### config.mk
export PLATFORM = sky130hd
export DESIGN_NAME = circuito
export DESIGN_NICKNAME = d
export VERILOG_FILES = /design/src/rtl/circuito_pkg.sv /design/src/rtl/circuito_add4_code.sv /design/src/rtl/circuito.sv
export SDC_FILE = /design/constraint.sdc
export NUM_CORES = 1
export LEC_CHECK = 0
export ABC_CLOCK_PERIOD_IN_PS = 3240
export BUFFER_PORTS_ARGS = -buffer_cell sky130_fd_sc_hd__buf_2
export CAP_MARGIN = 10
export CORE_MARGIN = 3
export CORE_UTILIZATION = 51
export CTS_BUF_LIST = sky130_fd_sc_hd__clkbuf_2
export CTS_CLUSTER_SIZE = 20
export DETAILED_ROUTE_END_ITERATION = 6
export GPL_TIMING_DRIVEN = 0
export PLACE_DENSITY = 0.88
export SLEW_MARGIN = 20
export SYNTH_ARGS = -nofsm -noshare
export SYNTH_HDL_FRONTEND = slang
export SYNTH_SLANG_ARGS = --single-unit
### constraint.sdc
create_clock -name clk -period 3.24 [get_ports clk]
set_input_delay 0.324 -clock clk [delete_from_list [all_inputs] [get_ports clk]]
set_output_delay 0.324 -clock clk [all_outputs]
set_load 0.05 [all_outputs]
### src/rtl/circuito_pkg.sv
// Shared constants and types for the dual digit adder.
package circuito_pkg;

   localparam logic COD_BIN = 1'b0;
   localparam logic COD_BCD = 1'b1;

   localparam logic [3:0] BCD_MAX = 4'd9;
   localparam logic [3:0] BCD_ADJ = 4'd6;

   typedef logic [3:0] digit_t;

endpackage

### src/rtl/circuito_add4_code.sv
// Combinational 4-bit adder with binary or BCD (decimal-adjusted) result.
module add4_code
   import circuito_pkg::*;
(
   input  digit_t a,
   input  digit_t b,
   input  logic   cod,
   output digit_t digit,
   output logic   carry
);

   logic [4:0] s;

   assign s = {1'b0, a} + {1'b0, b};

   always_comb begin
      digit = s[3:0];
      carry = 1'b0;
      unique case (cod)
         COD_BIN: begin
            carry = s[4];
         end
         COD_BCD: begin
            // Low nibble of s+6 equals (s+6)[3:0] for the full 0..30 range.
            if (s > {1'b0, BCD_MAX}) begin
               digit = s[3:0] + BCD_ADJ;
               carry = 1'b1;
            end
         end
         default: begin
            carry = 1'b0;
         end
      endcase
   end

endmodule

### src/rtl/circuito.sv
// Dual registered digit adder: ch0 = A+X, ch1 = A+Y, binary or BCD.
// Optional CIRCUITO_BCD_CHECK_EN adds a registered ERR for non-BCD operands.
module circuito
   import circuito_pkg::*;
(
   input  logic   clk,
   input  logic   rst,
   input  logic   HAB,
   input  logic   COD,
   input  digit_t A,
   input  digit_t X,
   input  digit_t Y,
   output digit_t B,
   output digit_t C,
   output logic   Cout0,
   output logic   Cout1
`ifdef CIRCUITO_BCD_CHECK_EN
   ,
   output logic   ERR
`endif
);

   digit_t d0;
   digit_t d1;
   logic   c0;
   logic   c1;

   add4_code u_ch0 (
      .a     (A),
      .b     (X),
      .cod   (COD),
      .digit (d0),
      .carry (c0)
   );

   add4_code u_ch1 (
      .a     (A),
      .b     (Y),
      .cod   (COD),
      .digit (d1),
      .carry (c1)
   );

   always_ff @(posedge clk) begin
      if (rst) begin
         B     <= '0;
         C     <= '0;
         Cout0 <= 1'b0;
         Cout1 <= 1'b0;
      end else if (HAB) begin
         B     <= d0;
         C     <= d1;
         Cout0 <= c0;
         Cout1 <= c1;
      end else begin
         B     <= '0;
         C     <= '0;
         Cout0 <= 1'b0;
         Cout1 <= 1'b0;
      end
   end

`ifdef CIRCUITO_BCD_CHECK_EN
   logic bad;

   assign bad = (A > BCD_MAX) || (X > BCD_MAX) || (Y > BCD_MAX);

   always_ff @(posedge clk) begin
      if (rst) begin
         ERR <= 1'b0;
      end else begin
         ERR <= HAB && (COD == COD_BCD) && bad;
      end
   end
`endif

endmodule

# Word level (Yosys, flattened, before mapping)

Index checks and enable logic that the tools add are counted.
W data, S select, Z words.

Bits in registers: 10
Logic and storage cells: 21
Bits of input ports: 16
Output and inout port bits: 10

Magnitude comparators: 2
$add $sub $neg: 4
Reductions and logical operators: 1
Multiplexer cells: 8
Bitwise logic cells: 2

Operators with widths:

| operator              | number |
|---|---|
| $mux W4               | 4 |
| $add A4 B4 Y5         | 2 |
| $gt A5 B4 Y1 const B  | 2 |
| $add A4 B3 Y4 const B | 2 |
| $pmux W1 S2           | 2 |
| $mux W1               | 2 |
| $not A1 Y1            | 2 |
| $reduce_or A2 Y1      | 1 |

# Logic depth before layout (Yosys ltp)

Gate-level depths: netlist of run 1.

Depth after elaboration: 4
Depth in mapped cells: 10
Mapped depth without buffers: 10

# Modules after synthesis

A second synthesis of run 1 with hierarchy kept.

Cells, all modules: 70
Area, all modules: 750.7 µm²

By module, submodules not included:

| module             | area each (µm²) | seq. area each (µm²) | cells an instance | times used |
|---|---|---|---|---|
| circuito           | 287.8           | 200.2                | 20                | 1 |
| add4_code at u_ch1 | 235.2           | 0.0                  | 25                | 1 |
| add4_code at u_ch0 | 227.7           | 0.0                  | 25                | 1 |

# Worst setup path after synthesis of run 1

OpenSTA, ideal clock, no wires.

Path kind: input to register
Start point: input A[0]
End point: register B[2]
Library setup time: 0.065 ns
Data arrival time: 2.387 ns
Data required time: 3.175 ns
Path buffers: 0
Stages: 10
Path slack: 0.788 ns
Path through: ha_1 inv_1 fa_1 xor2_2 ha_1 nand2b_1 a31o_1 o32ai_2 mux2_1 nor2_1

Cells in the longest elaborated chain, start to end: 4
Elaborated cells between the ends (all ways): 5
Classes of those cells: 2 x add/sub; 1 x order compare; 2 x mux

Ends and longest elaborated chain:

| item                                                 | line                                               | source |
|---|---|---|
| from (decl)                                          | circuito.sv:10                                     | `input digit_t A,` |
| $add A4 B4 Y5 *                                      | circuito_add4_code.sv:14                           | `assign s = {1'b0, a} + {1'b0, b};` |
| $add A4 B3 Y4 / $gt A5 B4 Y1 (equally long branches) | circuito_add4_code.sv:26, circuito_add4_code.sv:25 |  |
| $mux W4                                              | circuito_add4_code.sv:25                           | `if (s > {1'b0, BCD_MAX}) begin` |
| $mux W4 *                                            | circuito_add4_code.sv:19                           | `unique case (cod)` |
| to (signal assigned)                                 | circuito.sv:46                                     | `B <= '0;` |
| to (signal assigned)                                 | circuito.sv:51                                     | `B <= d0;` |
| to (signal assigned)                                 | circuito.sv:56                                     | `B <= '0;` |
| to (decl)                                            | circuito.sv:13                                     | `output digit_t B,` |

Every way passes the cells marked *; elsewhere a longest branch is shown, timed or not.
A chain may end at the register's enable or synchronous reset.

# Final worst setup path of run 1

Ends and elaborated chain as after synthesis.

==> results.ini, run 1 <==
[synth]
synth_compound_area_share_pct=18.5
synth_area_leaders=dfxtp_1, ha_1, nor2_1
synthCells=85
ys_types=30
netlist_top_cells_count=nor2_1, inv_1, dfxtp_1, ha_1, a21oi_1
syn-num-nets=113
synth_top_family_by_area=adder cells
synthMuxAreaShare_pct=4.75
ys.flop_type=dfxtp_1
syn_area_um2=763
synth_edf_count=0
yosys_warnings=0
yosysMostFrequentCell=nor2_1
synth.largest_area_cell=dfxtp_1
synth_fa_ha_area_share_pct=21.6
synthSimpleGateAreaFrac_pct=18.5
synth_top_area_share_pct=26.2
avgSynthCellArea_um2=8.98
ys_seq_area_share_pct=26.2
ys_seq_elements=10
async_reset_ff_share_pct=0
synth_xor_xnor_area_share_pct=4.43

[hold_path]
holdPathStages=3
hp-class=in2reg

[worst_setup_path]
crit_required_ns=3.42
crit_arrival_ns=2.66
path_class=in2reg
critPathSlowestCell=fa_1
path_max_fanout=4
max_stage_delay_ns=0.42
end_kind=flop
path_common_cell=ha_1
cp_cell_sequence=buf_2 > ha_1 > inv_1 > fa_1 > xor2_2 > ha_1 > nand2b_1 > a31o_1 > o32ai_2 > mux2_1 > nor2_1
cp-start-kind=input port

[final_layout]
area_growth_pct=21.3
fin_area_um2=926
nets=143
antennaDiodeCount=0
fin_cells=129
drive_gt1_share_pct=32.5

[detailed_routing]
vias_per_cell=5.37
firstDrtPassIters=4
drt-wirelength-per-cell_um=12.6
top_layer=met4
ant_nets=0
dr_wl_met2_um=901
drcViolationCount=0
vias=693
routed-wl-met3_um=83
drt-met1-wl_um=611
finalWirelength_um=1630
drt_iter0_drc=8

[sta]
setup_viol=0
rsz0062_at_grt=false
post-route-period-util_pct=76.5
hold_viol_final=0
finalCriticalPeriod_ns=2.48
timing.fmax_ghz=0.403
relSlewSlack_pct=71.4
slew_violations=0
tightestPinTransition_ns=0.429
setup_tns_ns=0

[clock_network]
cts_max_level=1
clockRootBuffer=clkbuf_2
cts.path.max_buffers=2
cts_buffers=3
cts.sink_count=10
cts-hold-fix-buffers=0
tritoncts=done
post_cts_buffers=0
clk_pin_slew_ns=0.09
ctsResizeCount=0

[global_routing]
track_usage_pct=18.6
grt_max_degree=11
grt_pass1_vias=745
grt-ovfl-total=0
grt_pass1_wl_um=2780
antenna_found_initial=0

[placement]
place_hpwl_um=1400
dp.cells=125
place_congestion=0.813
numPortBuffers=25
dpl_cell_area_um2=907

[power]
p_leak_nw=0.491
powerDensity_nw_per_um2=416
peakVddDrop_mv=0.159

[floorplan]
rows=13
io_pins=26
start_util_pct=56.5
die_w_um=44.7
die_h_um=44.7
dieArea_um2=2000
core_um2=1350

[run_status]
status=finished, final reports clean

[job]
max_cap_viol_count=0

## power breakdown
part	internal [mW]	switching (mW)	leakage (nW)
combinational	0.0705	0.113	0.395
clock	0.0268	0.0391	0.0140
sequential	0.133	0.00234	0.0821
total	0.230	0.155	0.491
## registers in the layout (all words and copies together) (netlist names)
register and count:
B 4, C 4, Cout1 1, Cout0 1
## critical path, delay by kind of cell
kind | cells | cell delay [ns]
compound gates | 2 | 0.56
xor+xnor | 1 | 0.22
fa+ha+maj | 3 | 0.78
buf+inv | 2 | 0.15
mux | 1 | 0.37
simple gates | 2 | 0.26
## worst paths after layout
path | start | end | slack [ns]
worst max-delay path | A[0] | B[2] | 0.76
worst min-delay path | COD | C[1] | 0.40
## metrics by stage
stage | util (%) | total power [mW] | hold WS, ns | setup WS, ns
after floorplan | - | 0.279 | 0.461 | 0.788
after global placement | 67.2 | 0.313 | 0.654 | 0.566
after detailed placement | 67.2 | 0.321 | 0.657 | 0.525
after CTS | 68.6 | 0.387 | 0.391 | 0.774
after global routing | 68.6 | 0.415 | 0.396 | 0.648
final | 68.6 | 0.385 | 0.397 | 0.761
## kinds of logic (layout without fill, tap and decap cells)
logic type                 after synthesis  in the layout
AOI/OAI and AO/OA                       17             17
xor gates and xnor gates                 3              3
adders and majority gates               12             12
buffers and inverters                   12             41
DFF                                     10             10
muxes                                    3              3
and+or+nand+nor                         28             28
## cells in the final DEF, fill, tap and decap left out, types with 3 or more instances in the layout
cell type / count
a21oi_1: 7
buf_2: 25
clkbuf_2: 3
dfxtp_1: 10
ha_1: 10
inv_1: 11
nand2b_1: 3
nand3_1: 4
nor2_1: 12
## cell type report
type	instances	area (um2)
inverters	11	41.3
multi-input cells	63	518
clock buffers	3	15.0
repair buffers	25	125
plain buffers	1	3.75
fillers	114	424
flip-flops and latches	10	200
well taps	15	18.8
clock inverters	1	3.75
## layer usage
metal	vias up	track usage [%]
met4	0	7.23
met3	6	3.25
met1	318	18.2
li1	348	-
met5	-	0
met2	21	37.0
Power figures use the tool's default switching activity.
==> run 2: changes to the inputs <==
- ABC_AREA: not set -> 1
- ABC_CLOCK_PERIOD_IN_PS: 3240 -> 2050
- CORE_UTILIZATION: 51 -> 47
- PLACE_DENSITY: 0.88 -> 0.84
- clock period: 3.24 -> 2.05 ns (I/O delays scaled with it)
==> run 2 against run 1 <==
Non-clock buffer count decreased by 1. Largest cell class unchanged. Area after synthesis increased by 7.9%. Clock power grew 55%. Combinational power increased by 48%. Sequential share of layout area shrank 1.2 points. Synthesized cell count up 49%. Critical path type unchanged. Final area grew 6.1%. Critical path depth grew 4.
==> results.ini, run 2 <==
[detailed_routing]
firstDrtPassIters=3
finalWirelength_um=1490
ant_nets=0
vias=801
drt_iter0_drc=10
drt-wirelength-per-cell_um=8.72
vias_per_cell=4.68
drcViolationCount=0

[power]
peakVddDrop_mv=0.215
intPower_mw=0.344
p_leak_nw=0.604
powerDensity_nw_per_um2=596
power.total_mw=0.585
pwr-share-seq_pct=36.1
swShare_pct=41.2
comb_power_share_pct=46.4
clkPwrFrac_pct=17.4
switching_power_mw=0.241

[synth]
syn_area_um2=823
ys_seq_elements=10
yosys_warnings=0
ys_seq_area_share_pct=24.3
avgSynthCellArea_um2=6.48
synth_top_area_share_pct=24.3
syn-num-nets=155
ys.flop_type=dfxtp_1
synthCells=127
ys_types=19
synth.largest_area_cell=dfxtp_1
synth_edf_count=0
async_reset_ff_share_pct=0
yosysMostFrequentCell=nand2_1
netlist_top_cells_count=nand2_1, inv_1, nor2_1, dfxtp_1, ha_1
synth_area_leaders=dfxtp_1, ha_1, nand2_1

[global_routing]
grt_max_degree=11
grt_pass1_vias=675
grt-ovfl-total=0
track_usage_pct=14.7
antenna_found_initial=0
grt_pass1_wl_um=2430

[worst_setup_path]
end_kind=flop
path_common_cell=nand2_1
path_max_fanout=6
critPathTopFamily=adder cells
cp_cell_sequence=buf_2 > ha_1 > inv_1 > fa_1 > nand2_1 > nand2_1 > ha_1 > inv_1 > nor2_1 > a21oi_1 > nand2_1 > nand2_2 > nand3_1 > nand2_1 > nor2_1
crit_arrival_ns=1.90
max_stage_delay_ns=0.40
path_class=in2reg
crit_required_ns=2.19
crit_buf_inv=3
critPathSlowestCell=fa_1
cp-start-kind=input port

[sta]
tightestPinTransition_ns=0.235
timing.hold.ws_ns=0.241
slew_violations=0
setup_viol=0
timing.fmax_ghz=0.568
rsz0062_at_grt=false
hold_viol_final=0
setup_tns_ns=0
post-route-period-util_pct=85.9
relSlewSlack_pct=84.3
setup_ws_ns=0.288
finalCriticalPeriod_ns=1.76

[clock_network]
cts_buffers=3
post_cts_buffers=0
cts.sink_count=10
clockRootBuffer=clkbuf_2
clk_pin_slew_ns=0.09
cts.path.max_buffers=2
cts-hold-fix-buffers=0
tritoncts=done
ctsResizeCount=0
cts_max_level=1

[final_layout]
area_growth_pct=19.3
final_common_cell=nand2_1
fin_cells=171
antennaDiodeCount=0
largestRegisters=B x4, C x4
fillers=157
utilization_pct=62.3
nets=184
layout_common_cells=nand2_1, inv_1, buf_2, nor2_1
fin_area_um2=982
drive_gt1_share_pct=22.6

[job]
max_cap_viol_count=0

[placement]
numPortBuffers=24
place_congestion=0.727
place_hpwl_um=1340
dpl_cell_area_um2=963
pre_cts_ws_ns=0.0226
dp.cells=167

[hold_path]
hp-class=in2reg

[run_status]
status=finished, final reports clean

[floorplan]
rows=14
die_w_um=47.9
io_pins=26
die_h_um=47.9
start_util_pct=52.2
dieArea_um2=2290
core_um2=1580

run 2: changes by cell type in the layout (fill, tap and decap cells not counted), sizes merged, moves of 3 or more:
cell,before,now
nand2,2,35
nor2,12,17
xor2,3,0
nand2b,3,0
nand3,4,9
inv,11,28
run 2: path summary, 6_finish.rpt:
path | slack [ns] | depth (start not counted) | to | from
max | 0.29 | 15 | C[2] | A[0]
min | 0.24 | 4 | B[1] | rst
run 2: logic make-up after synthesis:
| kind of cell | after synthesis | synth area share, % |
|---|---|---|
| flip-flops | 10 | 24.3 |
| adder cells (fa/ha/maj) | 12 | 20.1 |
| AO/OA/AOI/OAI | 9 | 6.38 |
| buffers and inverters | 31 | 14.6 |
| AND/OR/NAND/NOR | 65 | 34.7 |
run 2: routing by layer:
metal,global-route usage [%],wire (um),up-vias
li1,-,-,442
met1,15.8,632,332
met2,27.7,743,22
met3,1.13,78,5
met4,8.06,38,0
met5,0,0,-
run 2: area by class of cell:
class,instances,area [um2],share of cell area (%)
plain buffers,1,7.51,0.764
multi-input cells,86,503,51.2
clock buffers,3,15.0,1.53
clock inverters,1,3.75,0.382
flip-flops and latches,10,200,20.4
well taps,16,20.0,2.04
inverters,30,113,11.5
repair buffers,24,120,12.2
run 2: power groups by stage:
| stage | registers (mW) | clock network (mW) | logic (mW) |
|---|---|---|---|
| after floorplan | 0.271 | 0 | 0.159 |
| after global placement | 0.216 | 0 | 0.263 |
| after detailed placement | 0.216 | 0 | 0.272 |
| after CTS | 0.212 | 0.105 | 0.274 |
| after global routing | 0.213 | 0.115 | 0.308 |
| final | 0.212 | 0.102 | 0.272 |
